--- src/rtl/seq_pattern_detector_pkg.sv ---
// Shared defaults for the serial pattern detector and its history register.
package seq_pattern_detector_pkg;

    localparam int unsigned PAT_LEN_DEF = 4;
    localparam int unsigned CNT_W_DEF   = 8;
    localparam logic [PAT_LEN_DEF-1:0] PAT_DEFAULT_DEF = 4'b1001;
    localparam int unsigned FILL_W = $clog2(PAT_LEN_DEF + 1);

endpackage

--- src/rtl/seq_pattern_detector_if.sv ---
// Bit-stream, control and status signals of the pattern detector.
interface seq_pattern_detector_if #(
    parameter int unsigned PAT_LEN = 4,
    parameter int unsigned CNT_W   = 8
) ();

    logic                             InputBit;
    logic                             InValid;
    logic                             Overlap;
    logic                             PatLoad;
    logic [PAT_LEN-1:0]               Pattern;
    logic                             Detected1;
    logic [CNT_W-1:0]                 MatchCount;
    logic [$clog2(PAT_LEN+1)-1:0]     FillLevel;

    modport master (
        output InputBit, InValid, Overlap, PatLoad, Pattern,
        input  Detected1, MatchCount, FillLevel
    );

    modport slave (
        input  InputBit, InValid, Overlap, PatLoad, Pattern,
        output Detected1, MatchCount, FillLevel
    );

endinterface

--- src/rtl/seq_history_shreg.sv ---
// Shift register with enable, synchronous clear and a saturating fill counter;
// exposes the would-be next contents so the caller can compare before committing.
module seq_history_shreg
    import seq_pattern_detector_pkg::*;
#(
    parameter int unsigned N      = PAT_LEN_DEF,
    parameter int unsigned HFILL_W = FILL_W
) (
    input  logic               CLK,
    input  logic               Reset,
    input  logic               shift_en,
    input  logic               clear,
    input  logic               din,
    output logic [HFILL_W-1:0] fill,
    output logic [N-1:0]       hist_next_c,
    output logic [HFILL_W-1:0] fill_next_c
);

    logic [N-1:0] hist;

    always_comb begin
        hist_next_c = {hist[N-2:0], din};
        fill_next_c = (fill == HFILL_W'(N)) ? fill : fill + HFILL_W'(1);
    end

    always_ff @(posedge CLK) begin
        if (!Reset || clear) begin
            hist <= '0;
            fill <= '0;
        end else if (shift_en) begin
            hist <= hist_next_c;
            fill <= fill_next_c;
        end
    end

endmodule

--- src/rtl/seq_pattern_detector.sv ---
// Serial detector for a runtime-loadable PAT_LEN-bit pattern with overlapping
// or non-overlapping matching, registered detect pulse and saturating count.
module seq_pattern_detector
    import seq_pattern_detector_pkg::*;
#(
    parameter int unsigned        PAT_LEN     = PAT_LEN_DEF,
    parameter logic [PAT_LEN-1:0] PAT_DEFAULT = PAT_LEN'(PAT_DEFAULT_DEF),
    parameter int unsigned        CNT_W       = CNT_W_DEF
) (
    input  logic                  CLK,
    input  logic                  Reset,
    seq_pattern_detector_if.slave bus
);

    localparam int unsigned HFILL_W = $clog2(PAT_LEN + 1);

    logic [PAT_LEN-1:0] pat_q;
    logic               det_q;
    logic [CNT_W-1:0]   cnt_q;
    logic [HFILL_W-1:0] fill;
    logic [PAT_LEN-1:0] hist_next_c;
    logic [HFILL_W-1:0] fill_next_c;
    logic               match_c;
    logic               accept_c;
    logic               hist_clear_c;

    // A load takes precedence over the bit offered on the same edge.
    always_comb begin
        accept_c     = bus.InValid && !bus.PatLoad;
        match_c      = accept_c && (fill_next_c == HFILL_W'(PAT_LEN))
                                && (hist_next_c == pat_q);
        hist_clear_c = bus.PatLoad || (match_c && !bus.Overlap);
    end

    seq_history_shreg #(
        .N       (PAT_LEN),
        .HFILL_W (HFILL_W)
    ) u_hist (
        .CLK         (CLK),
        .Reset       (Reset),
        .shift_en    (accept_c),
        .clear       (hist_clear_c),
        .din         (bus.InputBit),
        .fill        (fill),
        .hist_next_c (hist_next_c),
        .fill_next_c (fill_next_c)
    );

    always_ff @(posedge CLK) begin
        if (!Reset) begin
            pat_q <= PAT_DEFAULT;
            det_q <= 1'b0;
            cnt_q <= '0;
        end else begin
            det_q <= match_c;
            if (bus.PatLoad) begin
                pat_q <= bus.Pattern;
            end
            if (match_c && (cnt_q != '1)) begin
                cnt_q <= cnt_q + CNT_W'(1);
            end
        end
    end

    assign bus.Detected1  = det_q;
    assign bus.MatchCount = cnt_q;
    assign bus.FillLevel  = fill;

endmodule

--- src/flat_wrapper.sv ---
// flat-port wrapper written by rule: the top's interface ports become plain ports
module seq_pattern_detector_flat import seq_pattern_detector_pkg::*;
#(
    parameter int unsigned        PAT_LEN     = PAT_LEN_DEF,
    parameter logic [PAT_LEN-1:0] PAT_DEFAULT = PAT_LEN'(PAT_DEFAULT_DEF),
    parameter int unsigned        CNT_W       = CNT_W_DEF
)
  (CLK, Reset, bus_InputBit, bus_InValid, bus_Overlap, bus_PatLoad, bus_Pattern, bus_Detected1, bus_MatchCount, bus_FillLevel);
  seq_pattern_detector_if #(.PAT_LEN(PAT_LEN), .CNT_W(CNT_W)) bus_i ();
  input  logic CLK;
  input  logic Reset;
  input wire logic [$bits(bus_i.InputBit)-1:0] bus_InputBit;
  input wire logic [$bits(bus_i.InValid)-1:0] bus_InValid;
  input wire logic [$bits(bus_i.Overlap)-1:0] bus_Overlap;
  input wire logic [$bits(bus_i.PatLoad)-1:0] bus_PatLoad;
  input wire logic [$bits(bus_i.Pattern)-1:0] bus_Pattern;
  output wire logic [$bits(bus_i.Detected1)-1:0] bus_Detected1;
  output wire logic [$bits(bus_i.MatchCount)-1:0] bus_MatchCount;
  output wire logic [$bits(bus_i.FillLevel)-1:0] bus_FillLevel;
  assign bus_i.InputBit = bus_InputBit;
  assign bus_i.InValid = bus_InValid;
  assign bus_i.Overlap = bus_Overlap;
  assign bus_i.PatLoad = bus_PatLoad;
  assign bus_i.Pattern = bus_Pattern;
  assign bus_Detected1 = bus_i.Detected1;
  assign bus_MatchCount = bus_i.MatchCount;
  assign bus_FillLevel = bus_i.FillLevel;
  seq_pattern_detector #(.PAT_LEN(PAT_LEN), .PAT_DEFAULT(PAT_DEFAULT), .CNT_W(CNT_W)) u_core (.CLK(CLK), .Reset(Reset), .bus(bus_i));
endmodule
--- config.mk ---
export PLATFORM = sky130hd
export DESIGN_NAME = seq_pattern_detector_flat
export DESIGN_NICKNAME = d
export VERILOG_FILES = /design/src/rtl/seq_pattern_detector_pkg.sv /design/src/rtl/seq_pattern_detector_if.sv /design/src/rtl/seq_history_shreg.sv /design/src/rtl/seq_pattern_detector.sv /design/src/flat_wrapper.sv
export SDC_FILE = /design/constraint.sdc
export NUM_CORES = 1
export LEC_CHECK = 0
export BUFFER_PORTS_ARGS = -buffer_cell sky130_fd_sc_hd__clkbuf_2
export CAP_MARGIN = 25
export CORE_ASPECT_RATIO = 1.2
export CORE_MARGIN = 1
export CORE_UTILIZATION = 55
export CTS_BUF_LIST = sky130_fd_sc_hd__clkbuf_4 sky130_fd_sc_hd__clkbuf_8 sky130_fd_sc_hd__clkbuf_16
export DETAILED_ROUTE_END_ITERATION = 8
export GPL_TIMING_DRIVEN = 1
export MAX_ROUTING_LAYER = met4
export PLACE_DENSITY = 0.82
export SLEW_MARGIN = 5
export SYNTH_ARGS = -nofsm -noshare
export SYNTH_HDL_FRONTEND = slang
export SYNTH_SLANG_ARGS = --single-unit
--- constraint.sdc ---
create_clock -name CLK -period 3.8 [get_ports CLK]
set_input_delay 0 -clock CLK [delete_from_list [all_inputs] [get_ports CLK]]
set_output_delay 0 -clock CLK [all_outputs]
set_load 0.01 [all_outputs]
== Yosys cells after proc, flatten, opt, wreduce, memory -nomap -nowiden ==
Index checks and enable logic that the tools add are counted.
Storage, ports and cells
  word-level logic and storage cells: 22
  flip-flop bits (word level): 19
  output and inout port bits: 12
  input port bits: 10
Operators by class
  reduce and logical (&&, ||, !) cells: 10
  $add $sub $neg: 2
  equality and inequality tests: 4
  muxes and demuxes: 1
Operators with widths (count)
  $add 8x1->8 const B: 1
  $ne 8x8->1 const B: 1
  $eq 3x3->1 const B: 2
  $logic_and 1x1->1: 5
  $eq 4x4->1: 1
  $add 3x1->3 const B: 1
  $logic_not 1->1: 3
  $mux 3: 1
  $logic_or 1x1->1: 2

== Depth between registers and ports, before layout ==
Gate-level depths: netlist (run 1).
  word-level depth: 8
  depth in mapped cells: 7
  gate-level depth less buffers: 7

== Hierarchy ==
Synthesis (run 1) repeated with hierarchy kept, for this count alone.
Unflattened totals
  cell total of the unflattened synthesis: 111
  area total of the unflattened synthesis: 1027.2 um^2
Modules (own cells, without submodules)
  seq_pattern_detector: cells each 77, seq. area each 260.2 um^2, instances 1, area each 699.4 um^2
  seq_history_shreg: cells each 34, seq. area each 120.1 um^2, instances 1, area each 327.8 um^2

== Worst setup path before layout (run 1) ==
OpenSTA, ideal clock, no wires.
  path type: register to register
  from: reg u_core.u_hist.fill[0]
  to: reg u_core.u_hist.fill[1]
  data required time: 3.730 ns
  setup slack: 1.914 ns
  buffers on the path: 0
  stages on the path, launching flop included: 8
  setup time: 0.070 ns
  arrival time: 1.816 ns
  cells stage by stage: dfxtp_1 > inv_1 > ha_1 > nand2_1 > mux2_2 > and3_2 > a211o_1 > a21oi_1
On the way
  word-level cells in the longest chain between the ends: 8
Ends and longest elaborated chain
  start: declaration: line seq_history_shreg.sv:14  | output logic [HFILL_W-1:0] fill,
  start signal: assignment: line seq_history_shreg.sv:32  | fill <= fill_next_c;
  $add 3x1->3 / $eq 3x3->1 (equally long branches): line seq_history_shreg.sv:23  | fill_next_c = (fill == HFILL_W'(N)) ? fill : fill + HFILL_W'(1);
  $mux 3 (*): line seq_history_shreg.sv:23
  $eq 3x3->1: line seq_pattern_detector.sv:30  | match_c = accept_c && (fill_next_c == HFILL_W'(PAT_LEN))
  $logic_and 1x1->1: line seq_pattern_detector.sv:30
  $logic_and 1x1->1: line seq_pattern_detector.sv:31  | && (hist_next_c == pat_q);
  $logic_and 1x1->1: line seq_pattern_detector.sv:32  | hist_clear_c = bus.PatLoad || (match_c && !bus.Overlap);
  $logic_or 1x1->1: line seq_pattern_detector.sv:32
  $logic_or 1x1->1: line seq_history_shreg.sv:27  | if (!Reset || clear) begin
Mark *: on every way between the ends. The rest lies on a longest branch, timed or not.
A chain may end at the register's enable or synchronous reset.

== Worst setup path in the final report (run 1) ==
  from: reg u_core.u_hist.fill[0]
  to: reg u_core.u_hist.hist[2]
On the way
  word-level cells in the longest chain between the ends: 8
Ends and longest elaborated chain
  $add 3x1->3 / $eq 3x3->1 (equally long branches): line seq_history_shreg.sv:23
  $mux 3 (*): line seq_history_shreg.sv:23
  $eq 3x3->1 (*): line seq_pattern_detector.sv:30
  $logic_and 1x1->1 (*): line seq_pattern_detector.sv:30
  $logic_and 1x1->1 (*): line seq_pattern_detector.sv:31
  $logic_and 1x1->1 (*): line seq_pattern_detector.sv:32
  $logic_or 1x1->1 (*): line seq_pattern_detector.sv:32
  $logic_or 1x1->1 (*): line seq_history_shreg.sv:27
  end signal: assignment: line seq_history_shreg.sv:31  | hist <= hist_next_c;
  end: declaration: line seq_history_shreg.sv:19  | logic [N-1:0] hist;
Marks and branches as above.

==> results of run 1 <==
==> sequential cells by signal, summed over array words and instances (netlist names) <==
| signal | cells |
|---|---|
| u_core.u_hist.fill | 3 |
| u_core.bus.Detected1 | 1 |
| u_core.u_hist.hist | 3 |
| u_core.pat_q | 4 |
| u_core.bus.MatchCount | 8 |
==> report_power, final <==
| part | total [mW] | internal (mW) | leakage (nW) | switching, mW |
|---|---|---|---|---|
| Combinational | 0.0337 | 0.0162 | 0.298 | 0.0175 |
| Clock | 0.107 | 0.0480 | 0.0184 | 0.0591 |
| Sequential | 0.205 | 0.202 | 0.154 | 0.00268 |
| Total | 0.346 | 0.267 | 0.470 | 0.0793 |
==> per-stage QoR <==
stage	cells	total power [mW]	hold slack [ns]	util (%)
6_report	150	0.346	0.0553	75.2
5_1_grt	150	0.359	0.0835	75.2
4_1_cts	150	0.347	0.0603	75.2
3_5_place_dp	140	0.238	0.206	69.2
3_3_place_gp	140	0.236	0.198	69.2
2_1_floorplan	104	0.229	0.0619	-
==> critical path: stages (launching register included) <==
cell,delay (ns)
dfxtp_1,0.40
inv_1,0.09
ha_1,0.21
nand2_1,0.11
mux2_2,0.38
and3_2,0.24
a211o_1,0.38
a21oi_1,0.15
==> worst min-delay path by stage <==
stage                      startpoint                    end  cells past startpoint
final                     bus_InValid  u_core.u_hist.hist[0]                      4
after global routing      bus_InValid  u_core.u_hist.hist[1]                      4
after CTS                 bus_InValid  u_core.u_hist.hist[1]                      4
after detailed placement        Reset        u_core.pat_q[0]                      2
after global placement          Reset        u_core.pat_q[0]                      2
after floorplan                 Reset        u_core.pat_q[0]                      1
==> placed cells by master, fill, tap and decap left out, types with 5 or more instances in the layout <==
cell and instances:
a21oi_1 12, inv_1 5, or3_1 5, dfxtp_1 19
nor2_1 7, dlygate4sd3_1 6, clkbuf_2 21, o21ai_0 5
xor2_1 5, nand2_1 14
==> repair_timing <==
action / 4_1_cts / 5_1_grt
buffers inserted: 0 / 0
hold buffers: 6 / 0
hold endpoints to repair: 6 / 0
==> routing by layer <==
layer,global-route usage (%),part of all wire [%],up-vias
met2,47.5,53,18
met1,30.4,43,387
li1,-,-,423
met4,10.3,1.7,0
met5,-,0,-
met3,2.84,2.5,5
==> cell families (layout without fill, tap and decap cells) <==
| family | after synthesis | in the layout | synth area share [%] |
|---|---|---|---|
| and+or+nand+nor | 45 | 45 | 29.2 |
| buffers and inverters | 7 | 36 | 3.64 |
| adders and majority gates | 3 | 3 | 4.05 |
| muxes | 5 | 5 | 5.53 |
| DFF | 19 | 19 | 41.0 |
| AOI/OAI and AO/OA | 19 | 19 | 10.9 |
| xor gates and xnor gates | 6 | 6 | 5.67 |
==> final cells by class <==
type                    count  area (sq um)
inverters                   5          18.8
well taps                  17          21.3
flip-flops and latches     19           380
fillers                   125           373
multi-input cells          78           513
clock buffers               4          30.0
repair buffers             27           165
==> out/metrics.cfg, run 1 <==
[power_and_ir_drop]
ir_worst_vdd_mv=0.236
power.leakage_nw=0.470
power_density_nw_per_um2=306

[floorplan]
rows=15
core-area_sq_um=1500
io_pins=22
die_w_um=39.5
die_area_sq_um=1850
initial_core_util_pct=61.7
die_h_um=47.0

[grt]
grt_pass1_vias=825
grt_max_degree=12
grt_pass1_wl_um=3300
grt_overflow=0
antenna_found_initial=0
grt_usage_pct=26.9

[timing]
clock.fmax_mhz=497
worst_pin_slew_ns=0.360
hold_viol_final=0
rsz0062_at_grt=false
clock-skew-final_ns=0.00573
timing.final.crit_share_pct=52.9
finalCriticalPeriod_ns=2.01
worst_slack_ns=1.79
timing.slew.headroom_pct=76.0
maxSlewViolCount=0
setup_viol=0
tns_ns=0

[placed_design]
port_buffers=21
place_area_sq_um=1040
dp_hpwl_um=1470
pre_cts_ws_ns=1.83
gp_congestion=0.902

[drt]
drt_iter0_markers=8
viasPerCell=5.55
route.vias.total=833
post-route-drc-count=0
routedWlPerCell_um=13.6
ant_nets=0
drt_wl_total_um=2040
dr.pass1.iters=4

[synth]
syn_nets=117
synth.distinct_cells=28
synth_warnings=0
yosys-top-cells-area=dfxtp_1 41%, a21oi_1 6.5%, nand2_1 5.7%
synth_cells=104
async_flop_share_pct=0
yosys.area.top_type_share_pct=41.0
synth_edf_count=0
yosys-top-cells-count=19 x dfxtp_1, 14 x nand2_1, 12 x a21oi_1
post_synth.cell_area_avg_sq_um=8.91
synth_top_area_cell=dfxtp_1
yosysSeqAreaShare_pct=41.0
ys.flop_type=dfxtp_1
synth_area_sq_um=927
yosysMostFrequentCell=dfxtp_1
synth_seq_cells=19

[clock_network]
cts_tree=built
cts_max_level=1
cts_sinks=19
cts_buffers=3
cts.path.max_buffers=2
insertion_delay_ns=0.29
clk_pin_slew_ns=0.10
cts-root-buf=clkbuf_4
cts_resized=0

[hold_path]
min_path_type=in2reg

[worst_setup_path]
reg2regPathDepth=7
crit_path_end=u_core.u_hist.hist[2]
cp-start-kind=flop
worstReg2RegStart=u_core.u_hist.fill[0]
critPathMaxFanout=6
crit_start=u_core.u_hist.fill[0]
crit-reg2reg-capture=u_core.u_hist.hist[2]
critPathRequiredTime_ns=4.03
cp_data_arrival_time_ns=2.24
r2r_slack_ns=1.79
cp-end-kind=flop
path_class=reg2reg

[cells_and_area]
area_growth_pct=21.7
antennaDiodeCount=0
drive_gt1_share_pct=23.3
fin_area_sq_um=1130
nets=147

[job]
maxCapViolCount=0

[outcome]
status=completed

No activity file was read; power rests on OpenSTA's default activity.
==> inputs of run 2 (changes only) <==
- CORE_UTILIZATION: 55 -> 51
- PLACE_DENSITY: 0.82 -> 0.76
- clock period: 3.8 -> 2 ns (I/O delays scaled with it)
==> out/metrics.cfg, run 2 (synthesis results as in run 1) <==
[outcome]
status=completed  ; unchanged

[placed_design]
dp_hpwl_um=1340  ; was 1470 um
port_buffers=21  ; unchanged
gp_congestion=0.815  ; was 0.902

[cells_and_area]
antennaDiodeCount=0  ; unchanged
area_growth_pct=27.0  ; was 21.7%
multi_input_area_sq_um=536  ; was 513 sq um
largest_reg_flops=8  ; unchanged
mostFrequentLayoutCell=clkbuf_2  ; unchanged
drive_gt1_share_pct=29.4  ; was 23.3%
final_util_pct=70.9  ; was 75.2%
nets=150  ; was 147
seq_area_sq_um=385  ; was 380 sq um
fillers=120  ; was 125
final_cell_mix=21 x clkbuf_2, 17 x dfxtp_1, 14 x nand2_1, 11 x a21oi_1, 7 x nor2_1  ; was 21 x clkbuf_2, 19 x dfxtp_1, 14 x nand2_1, 12 x a21oi_1, 7 x nor2_1

[clock_network]
cts_buffers=3  ; unchanged
cts_max_level=1  ; unchanged
cts.path.max_buffers=2  ; unchanged
insertion_delay_ns=0.29  ; about the same
cts_tree=built  ; unchanged
cts-root-buf=clkbuf_4  ; unchanged
cts_sinks=19  ; unchanged
clk_pin_slew_ns=0.11  ; was 0.10 ns

[drt]
ant_nets=0  ; unchanged
route.vias.total=835  ; was 833
drt_iter0_markers=13  ; was 8
viasPerCell=5.42  ; was 5.55
drt_wl_total_um=1890  ; was 2040 um
dr.pass1.iters=4  ; unchanged
post-route-drc-count=0  ; unchanged
routedWlPerCell_um=12.2  ; was 13.6 um

[worst_setup_path]
critPathRequiredTime_ns=2.22  ; was 4.03 ns
cp-start-kind=flop  ; unchanged
cp-end-kind=flop  ; unchanged
slowest_stage=dfxtp_2  ; was dfxtp_1
crit_family=simple AND/OR/NAND/NOR gates  ; was compound AO/OA/AOI/OAI gates
critPathMaxFanout=6  ; unchanged
path_class=reg2reg  ; unchanged
cp_cell_sequence=inv_1 > ha_1 > nand2_1 > mux2_2 > and3_2 > a211o_4 > nor2_1  ; was inv_1 > ha_1 > nand2_1 > mux2_2 > and3_2 > a211o_1 > a21oi_1
cp_data_arrival_time_ns=2.14  ; was 2.24 ns
cp_num_buf_inv=1  ; unchanged
cpPeakStageDelay_ns=0.38  ; was 0.40 ns

[grt]
antenna_found_initial=0  ; unchanged
grt_max_degree=12  ; unchanged
grt_usage_pct=20.3  ; was 26.9%
grt_pass1_wl_um=2830  ; was 3300 um
grt_overflow=0  ; unchanged
grt_pass1_vias=698  ; was 825

[floorplan]
io_pins=22  ; unchanged
die_area_sq_um=1990  ; was 1850 sq um
die_w_um=40.9  ; was 39.5 um
core-area_sq_um=1660  ; was 1500 sq um
die_h_um=48.7  ; was 47.0 um
rows=16  ; was 15
initial_core_util_pct=55.8  ; was 61.7%

[timing]
finalCriticalPeriod_ns=1.92  ; was 2.01 ns
timing.slew.headroom_pct=73.8  ; was 76.0%
maxSlewViolCount=0  ; unchanged
clock.fmax_mhz=521  ; was 497 MHz
setup_viol=0  ; unchanged
worst_pin_slew_ns=0.392  ; was 0.360 ns
timing.final.crit_share_pct=95.9  ; was 52.9%
hold_viol_final=0  ; unchanged
clock-skew-final_ns=0.00258  ; was 0.00573 ns

[job]
maxCapViolCount=0  ; unchanged

[power_and_ir_drop]
ir_worst_vdd_mv=0.333  ; was 0.236 mV
power_density_nw_per_um2=546  ; was 306 nW/um^2
total_power_mw=0.643  ; was 0.346 mW
power.leakage_nw=0.499  ; was 0.470 nW

[hold_path]
min_path_type=in2reg  ; unchanged

-- run 2: changes by cell type in the layout (fill, tap and decap cells not counted), sizes merged --
cell | before | now
clkinv | 0 | 1
clkbuf | 25 | 24
buf | 0 | 3
-- run 2: final timing paths --
path,from,end,slack [ns],cells after the start
worst max-delay path,u_core.u_hist.fill[1],u_core.u_hist.fill[0],0.08,7
worst min-delay path,bus_InValid,u_core.u_hist.hist[2],0.06,4
worst max register to register,u_core.u_hist.fill[1],u_core.u_hist.fill[0],0.08,7
worst min register to register,u_core.u_hist.hist[2],u_core.u_hist.hist[2],0.48,2
-- run 2: cell type report --
cell class,count,share of cell area (%)
clock buffers,3,1.91
clock inverters,1,0.425
inverters,5,1.59
multi-input cells,78,45.5
flip-flops and latches,19,32.7
well taps,18,1.91
repair buffers,30,15.9
-- run 2: metrics by stage --
step / setup TNS, ns / hold slack [ns] / worst slack, ns / instance area (sq um) / std cells
after floorplan: 0 / 0.0619 / 0.114 / 927 / 104
after global placement: 0 / 0.201 / 0.108 / 1040 / 141
after detailed placement: 0 / 0.205 / 0.0311 / 1040 / 141
after CTS: 0 / 0.0578 / 0.00758 / 1130 / 151
after global routing: -0.0114 / 0.0696 / -0.00779 / 1180 / 154
final: 0 / 0.0596 / 0.0821 / 1180 / 154
-- run 2: report_power, final --
part	leakage (nW)	switching [mW]	internal [mW]	total, mW
clock	0.0177	0.115	0.0743	0.189
sequential	0.155	0.00444	0.384	0.388
combinational	0.326	0.0332	0.0328	0.0660
total	0.499	0.153	0.491	0.643
-- run 2: worst min-delay path: cells and delay by family --
| kind | cells | cell delay, ns |
|---|---|---|
| compound gates | 1 | 0.05 |
| buf+inv | 1 | 0.11 |
| simple gates | 2 | 0.15 |
-- run 2: timing repair --
item / in CTS / in global routing
hold buffers: 6 / 0
buffers inserted: 0 / 3
endpoints found under the hold margin: 6 / 0
endpoints found under the setup margin: 0 / 12
resized for setup: 0 / 8
-- run 2: routing by layer --
layer	GRT usage, %	up-vias	part of all wire (%)
li1	-	429	-
met1	24.8	386	45
met2	33.6	18	50
met3	2.75	2	3.9
met4	5.00	0	0.74
met5	-	-	0
